## src/rtl/fetch_cycle.sv

```systemverilog
// Instruction-fetch stage: owns the PC, addresses instruction memory and
// loads the IF/ID pipeline register under stall, flush and redirect control.
module fetch_cycle #(
    parameter logic [31:0] RESET_PC  = 32'h0000_0000,
    parameter logic [31:0] NOP_INSTR = 32'h0000_0013
) (
    input  logic        clk,
    input  logic        rst,
    input  logic        PCSrcE,
    input  logic [31:0] PCTargetE,
    input  logic        StallF,
    input  logic        StallD,
    input  logic        FlushD,
    input  logic [31:0] InstrF,
    output logic [31:0] PCF,
    output logic [31:0] InstrD,
    output logic [31:0] PCD,
    output logic [31:0] PCPlus4D,
    output logic        ValidD,
    output logic [31:0] FetchCount
);

    logic [31:0] pc_q, pc_d;
    logic [31:0] instr_q, instr_d;
    logic [31:0] pcd_q, pcd_d;
    logic [31:0] pcp4d_q, pcp4d_d;
    logic        valid_q, valid_d;
    logic [31:0] count_q, count_d;
    logic [31:0] pc_plus4;
    logic        capture;

    assign pc_plus4 = pc_q + 32'd4;
    assign capture  = !FlushD && !StallD;

    // A redirect wins over StallF so a taken branch is never lost behind a stall.
    always_comb begin
        pc_d = pc_plus4;
        if (PCSrcE) begin
            pc_d = {PCTargetE[31:2], 2'b00};
        end else if (StallF) begin
            pc_d = pc_q;
        end
    end

    // ValidD qualifies the IF/ID contents; StallD is the only backpressure and
    // holds them, while FlushD (even under stall) turns them into a bubble.
    always_comb begin
        instr_d = instr_q;
        pcd_d   = pcd_q;
        pcp4d_d = pcp4d_q;
        valid_d = valid_q;
        count_d = count_q;
        if (FlushD) begin
            instr_d = NOP_INSTR;
            pcd_d   = 32'd0;
            pcp4d_d = 32'd0;
            valid_d = 1'b0;
        end else if (capture) begin
            instr_d = InstrF;
            pcd_d   = pc_q;
            pcp4d_d = pc_plus4;
            valid_d = 1'b1;
            count_d = count_q + 32'd1;
        end
    end

    always_ff @(posedge clk) begin
        if (rst) begin
            pc_q    <= {RESET_PC[31:2], 2'b00};
            instr_q <= NOP_INSTR;
            pcd_q   <= 32'd0;
            pcp4d_q <= 32'd0;
            valid_q <= 1'b0;
            count_q <= 32'd0;
        end else begin
            pc_q    <= pc_d;
            instr_q <= instr_d;
            pcd_q   <= pcd_d;
            pcp4d_q <= pcp4d_d;
            valid_q <= valid_d;
            count_q <= count_d;
        end
    end

    assign PCF        = pc_q;
    assign InstrD     = instr_q;
    assign PCD        = pcd_q;
    assign PCPlus4D   = pcp4d_q;
    assign ValidD     = valid_q;
    assign FetchCount = count_q;

endmodule

```

## config.mk

```make
export PLATFORM = sky130hd
export DESIGN_NAME = fetch_cycle
export DESIGN_NICKNAME = d
export VERILOG_FILES = /design/src/rtl/fetch_cycle.sv
export SDC_FILE = /design/constraint.sdc
export NUM_CORES = 1
export LEC_CHECK = 0
export CORE_MARGIN = 4
export CORE_UTILIZATION = 40
export CTS_BUF_LIST = sky130_fd_sc_hd__clkbuf_8
export DETAILED_ROUTE_END_ITERATION = 6
export PLACE_DENSITY = 0.72
export SYNTH_ARGS = -nofsm -noshare
export SYNTH_HDL_FRONTEND = slang
export SYNTH_SLANG_ARGS = --single-unit
```

## constraint.sdc

```tcl
create_clock -name clk -period 3.9 [get_ports clk]
set_input_delay 0.39 -clock clk [delete_from_list [all_inputs] [get_ports clk]]
set_output_delay 0.39 -clock clk [all_outputs]
set_load 0.01 [all_outputs]
```

==> load_flow_metrics.sql <==
INSERT INTO impl_metrics (metric_group, metric, value, unit) VALUES
('run_status', 'outcome', 'complete, no violations', ''),
('sta', 'hold_violations', '0', ''),
('cts', 'cts-htree-levels', '4', ''),
('cts', 'cts.root.buffer_cell', 'sky130_fd_sc_hd__clkbuf_8', ''),
('place', 'placed_area', '0.00903', 'sq mm'),
('logic_synthesis', 'netlist-cell-type-count', '38', ''),
('global_routing', 'grt-ovfl-total', '0', ''),
('sta', 'timing_worst_slew_pin_value', '920', 'ps'),
('floorplan', 'die-height', '138', 'microns'),
('logic_synthesis', 'synth.largest_area_cell', 'sky130_fd_sc_hd__dfxtp_1', ''),
('setup_path', 'path_max_fanout', '21', ''),
('global_routing', 'antenna_violations_before_repair', '0', ''),
('sta', 'min_period_over_period', '0.665', ''),
('routing', 'detailedRoute.firstPassIterationCount', '4', ''),
('power_and_ir_drop', 'power_density', '347', 'mW/mm^2'),
('power_and_ir_drop', 'power.leakage', '3.37', 'nW'),
('routing', 'finalWirelength', '19100', 'microns'),
('cts', 'cts.hold.buffers_added', '0', ''),
('sta', 'max_clock_freq', '386', 'MHz'),
('layout', 'total_area_of_multi_input_combinational_cells', '0.00332', 'sq mm'),
('layout', 'regArea', '0.00310', 'sq mm'),
('setup_path', 'timing.reg2reg.setup_slack', '1310', 'ps'),
('cts', 'clock_latency', '450', 'ps'),
('routing', 'met1Wirelength', '8230', 'microns'),
('floorplan', 'core.rowCount', '47', ''),
('power_and_ir_drop', 'vdd.ir_drop.worst', '0.233', 'mV'),
('setup_path', 'criticalPathCategory', 'register to register', ''),
('sta', 'fin_skew', '10.5', 'ps'),
('cts', 'post-cts-setup-buffers', '0', ''),
('cts', 'cts_resized', '0', ''),
('logic_synthesis', 'postSynthAreaPerCell', '8.82', 'sq um'),
('layout', 'finalNetCount', '1026', ''),
('logic_synthesis', 'synth.ff_latch_count', '155', ''),
('setup_path', 'startpoint_type', 'register', ''),
('global_routing', 'global_route.usage.total', '0.199', ''),
('routing', 'routed-wl-met3', '1310', 'microns'),
('sta', 'layout_min_cycle_time', '2590', 'ps'),
('routing', 'drt-initial-drc-count', '400', ''),
('global_routing', 'grt_start_max_net_pins', '64', ''),
('setup_path', 'timing.critical_path.to', 'PCPlus4D[30]', ''),
('sta', 'timing_max_transition_violations_final', '0', ''),
('floorplan', 'design.portCount', '231', ''),
('logic_synthesis', 'mappedNetlistArea', '0.00672', 'sq mm'),
('logic_synthesis', 'post-synth-top-area-fraction', '0.462', ''),
('cts', 'cts.reportedPaths.clkPinSlew', '80', 'ps'),
('routing', 'postRouteAntennaNets', '0', ''),
('place', 'globalplace.congestion', '0.855', ''),
('routing', 'dr_wl_met2', '9180', 'microns'),
('cts', 'cts-root-to-sink-buffers', '2', ''),
('routing', 'route.vias.total', '5905', ''),
('logic_synthesis', 'netlist_top_cells_area', 'sky130_fd_sc_hd__dfxtp_1, sky130_fd_sc_hd__mux2i_1, sky130_fd_sc_hd__nor2_1, sky130_fd_sc_hd__xnor2_1, sky130_fd_sc_hd__xor2_1', ''),
('floorplan', 'core_area', '0.0165', 'sq mm'),
('logic_synthesis', 'ys_seq_area_frac', '0.462', ''),
('routing', 'detail_route.drc_violations', '0', ''),
('routing', 'avgViaCountPerCell', '4.97', ''),
('sta', 'unrepaired_setup_endpoints_after_global_routing', 'no', ''),
('sta', 'accumulated_negative_setup_slack', '0', 'ps'),
('setup_path', 'critical_path.endpoint_type', 'register', ''),
('setup_path', 'r2r-end', 'PCPlus4D[30]', ''),
('global_routing', 'wire_length_of_the_first_global_routing_pass', '29700', 'microns'),
('worst_hold_path', 'hold_path.class', 'input port to register', ''),
('floorplan', 'die_boundary_width', '138', 'microns'),
('cts', 'tritoncts', 'done', ''),
('layout', 'post_route_cells_drive_above_1_share', '0.0611', ''),
('floorplan', 'start_util', '0.407', ''),
('setup_path', 'worstReg2RegStart', 'PCF[5]', ''),
('global_routing', 'vias_in_the_first_global_route', '5596', ''),
('place', 'numPortBuffers', '222', ''),
('logic_synthesis', 'synthCells', '762', ''),
('layout', 'final_area', '0.00941', 'sq mm'),
('setup_path', 'timing.reg2reg.worst_path_depth', '6', '');
==> cell usage after synthesis <==
library cell	instances
sky130_fd_sc_hd__nor2_1	130
sky130_fd_sc_hd__clkbuf_2	3
sky130_fd_sc_hd__nand4_1	19
sky130_fd_sc_hd__or4_1	7
sky130_fd_sc_hd__nor4_2	6
sky130_fd_sc_hd__clkbuf_1	49
sky130_fd_sc_hd__or3_1	14
sky130_fd_sc_hd__inv_1	10
sky130_fd_sc_hd__nand3_1	19
sky130_fd_sc_hd__o21a_1	1
sky130_fd_sc_hd__nand2_1	36
sky130_fd_sc_hd__xnor2_1	38
sky130_fd_sc_hd__o21ai_0	43
sky130_fd_sc_hd__nor4_1	7
sky130_fd_sc_hd__or2_2	6
sky130_fd_sc_hd__nand4b_1	1
sky130_fd_sc_hd__a221oi_1	2
sky130_fd_sc_hd__mux2i_1	67
sky130_fd_sc_hd__a211oi_1	13
sky130_fd_sc_hd__nor2b_1	1
sky130_fd_sc_hd__nand2b_1	1
sky130_fd_sc_hd__dfxtp_1	155
sky130_fd_sc_hd__a21oi_1	52
sky130_fd_sc_hd__buf_4	7
sky130_fd_sc_hd__and3_1	8
sky130_fd_sc_hd__or3b_4	1
sky130_fd_sc_hd__ha_1	2
sky130_fd_sc_hd__and4_1	4
sky130_fd_sc_hd__nor3_2	3
sky130_fd_sc_hd__conb_1	1
sky130_fd_sc_hd__xor2_1	32
sky130_fd_sc_hd__a311oi_1	3
sky130_fd_sc_hd__buf_1	5
sky130_fd_sc_hd__or2_1	1
sky130_fd_sc_hd__nand4bb_1	1
sky130_fd_sc_hd__buf_2	1
sky130_fd_sc_hd__o21bai_1	1
sky130_fd_sc_hd__nor3_1	12
==> how the worst min path moves through the flow <==
stage                           start           to  depth (start not counted)
after global routing           StallD      PCD[22]                          3
after detailed placement  PCPlus4D[8]  PCPlus4D[8]                          2
final                          StallD      PCD[10]                          3
after floorplan           PCPlus4D[4]  PCPlus4D[4]                          2
after CTS                      StallD      PCD[19]                          3
after global placement    PCPlus4D[4]  PCPlus4D[4]                          2
==> per-stage QoR <==
step / utilization / power [mW] / worst slack (ps) / std cells / hold WS (ps)
floorplan: - / 1.91 / 1510 / 767 / 476
global placement: 0.547 / 2.12 / 1090 / 1155 / 438
detailed placement: 0.547 / 2.13 / 1050 / 1155 / 449
CTS: 0.570 / 3.30 / 1320 / 1186 / 393
global route: 0.570 / 3.42 / 1160 / 1186 / 399
finish: 0.570 / 3.26 / 1310 / 1187 / 422
==> cells in the final DEF (no fill, tap or decap), types with 3 or more instances in the layout <==
cell                              Yosys  final
sky130_fd_sc_hd__a211oi_1            13     13
sky130_fd_sc_hd__a21oi_1             52     52
sky130_fd_sc_hd__a311oi_1             3      3
sky130_fd_sc_hd__and3_1               8      8
sky130_fd_sc_hd__and4_1               4      4
sky130_fd_sc_hd__buf_4                7     12
sky130_fd_sc_hd__clkbuf_8             0     18
sky130_fd_sc_hd__clkdlybuf4s50_1      0    220
sky130_fd_sc_hd__clkinv_2             0      4
sky130_fd_sc_hd__clkinvlp_4           0      6
sky130_fd_sc_hd__conb_1               1      6
sky130_fd_sc_hd__dfxtp_1            155    155
sky130_fd_sc_hd__inv_1               10     11
sky130_fd_sc_hd__mux2i_1             67     67
sky130_fd_sc_hd__nand2_1             36     36
sky130_fd_sc_hd__nand3_1             19     19
sky130_fd_sc_hd__nand4_1             19     19
sky130_fd_sc_hd__nor2_1             130    130
sky130_fd_sc_hd__nor3_1              12     12
sky130_fd_sc_hd__nor3_2               3      3
sky130_fd_sc_hd__nor4_1               7      7
sky130_fd_sc_hd__nor4_2               6      6
sky130_fd_sc_hd__o21ai_0             43     43
sky130_fd_sc_hd__or2_2                6      6
sky130_fd_sc_hd__or3_1               14     14
sky130_fd_sc_hd__or4_1                7      7
sky130_fd_sc_hd__xnor2_1             38     38
sky130_fd_sc_hd__xor2_1              32     32
==> power by group <==
group,switching [mW],internal [mW],leakage [nW]
combinational,0.177,0.218,1.93
clock,0.602,0.573,0.180
sequential,0.0628,1.63,1.26
total,0.842,2.42,3.37
==> registers in the layout, indices dropped and copies added (netlist names) <==
| name | cells |
|---|---|
| ValidD | 1 |
| FetchCount | 32 |
| InstrD | 32 |
| PCPlus4D | 30 |
| PCD | 30 |
| PCF | 30 |
==> cell type report <==
type / count / area share
Sequential cell: 155 / 0.330
Antenna cell: 1 / 0.000266
Clock buffer: 18 / 0.0263
Clock inverter: 13 / 0.0137
Multi-Input combinational cell: 537 / 0.353
Tap cell: 220 / 0.0292
Timing Repair Buffer: 233 / 0.244
Inverter: 10 / 0.00399
==> critical path, cell delays in order (launching register included) <==
cell and delay [ps]:
sky130_fd_sc_hd__dfxtp_1 490, sky130_fd_sc_hd__nand4_1 150, sky130_fd_sc_hd__buf_4 230, sky130_fd_sc_hd__or4_1 830, sky130_fd_sc_hd__nor4_2 410, sky130_fd_sc_hd__xnor2_1 210, sky130_fd_sc_hd__a21oi_1 110
==> cells by family after synthesis <==
group,after synthesis,share of synthesized area
adders and majority gates,2,0.00372
xor gates and xnor gates,70,0.0912
DFF,155,0.462
and+or+nand+nor,277,0.202
buffers and inverters,75,0.0466
other,1,0.000558
muxes,67,0.0998
AOI/OAI and AO/OA,115,0.0940
==> layer usage <==
metal / GRT usage / up-vias
met5: 0 / -
met2: 0.316 / 152
met4: 0.0726 / 0
met1: 0.253 / 2730
li1: - / 2995
met3: 0.0650 / 28
Note: power is estimated with default switching activity, not from simulation.
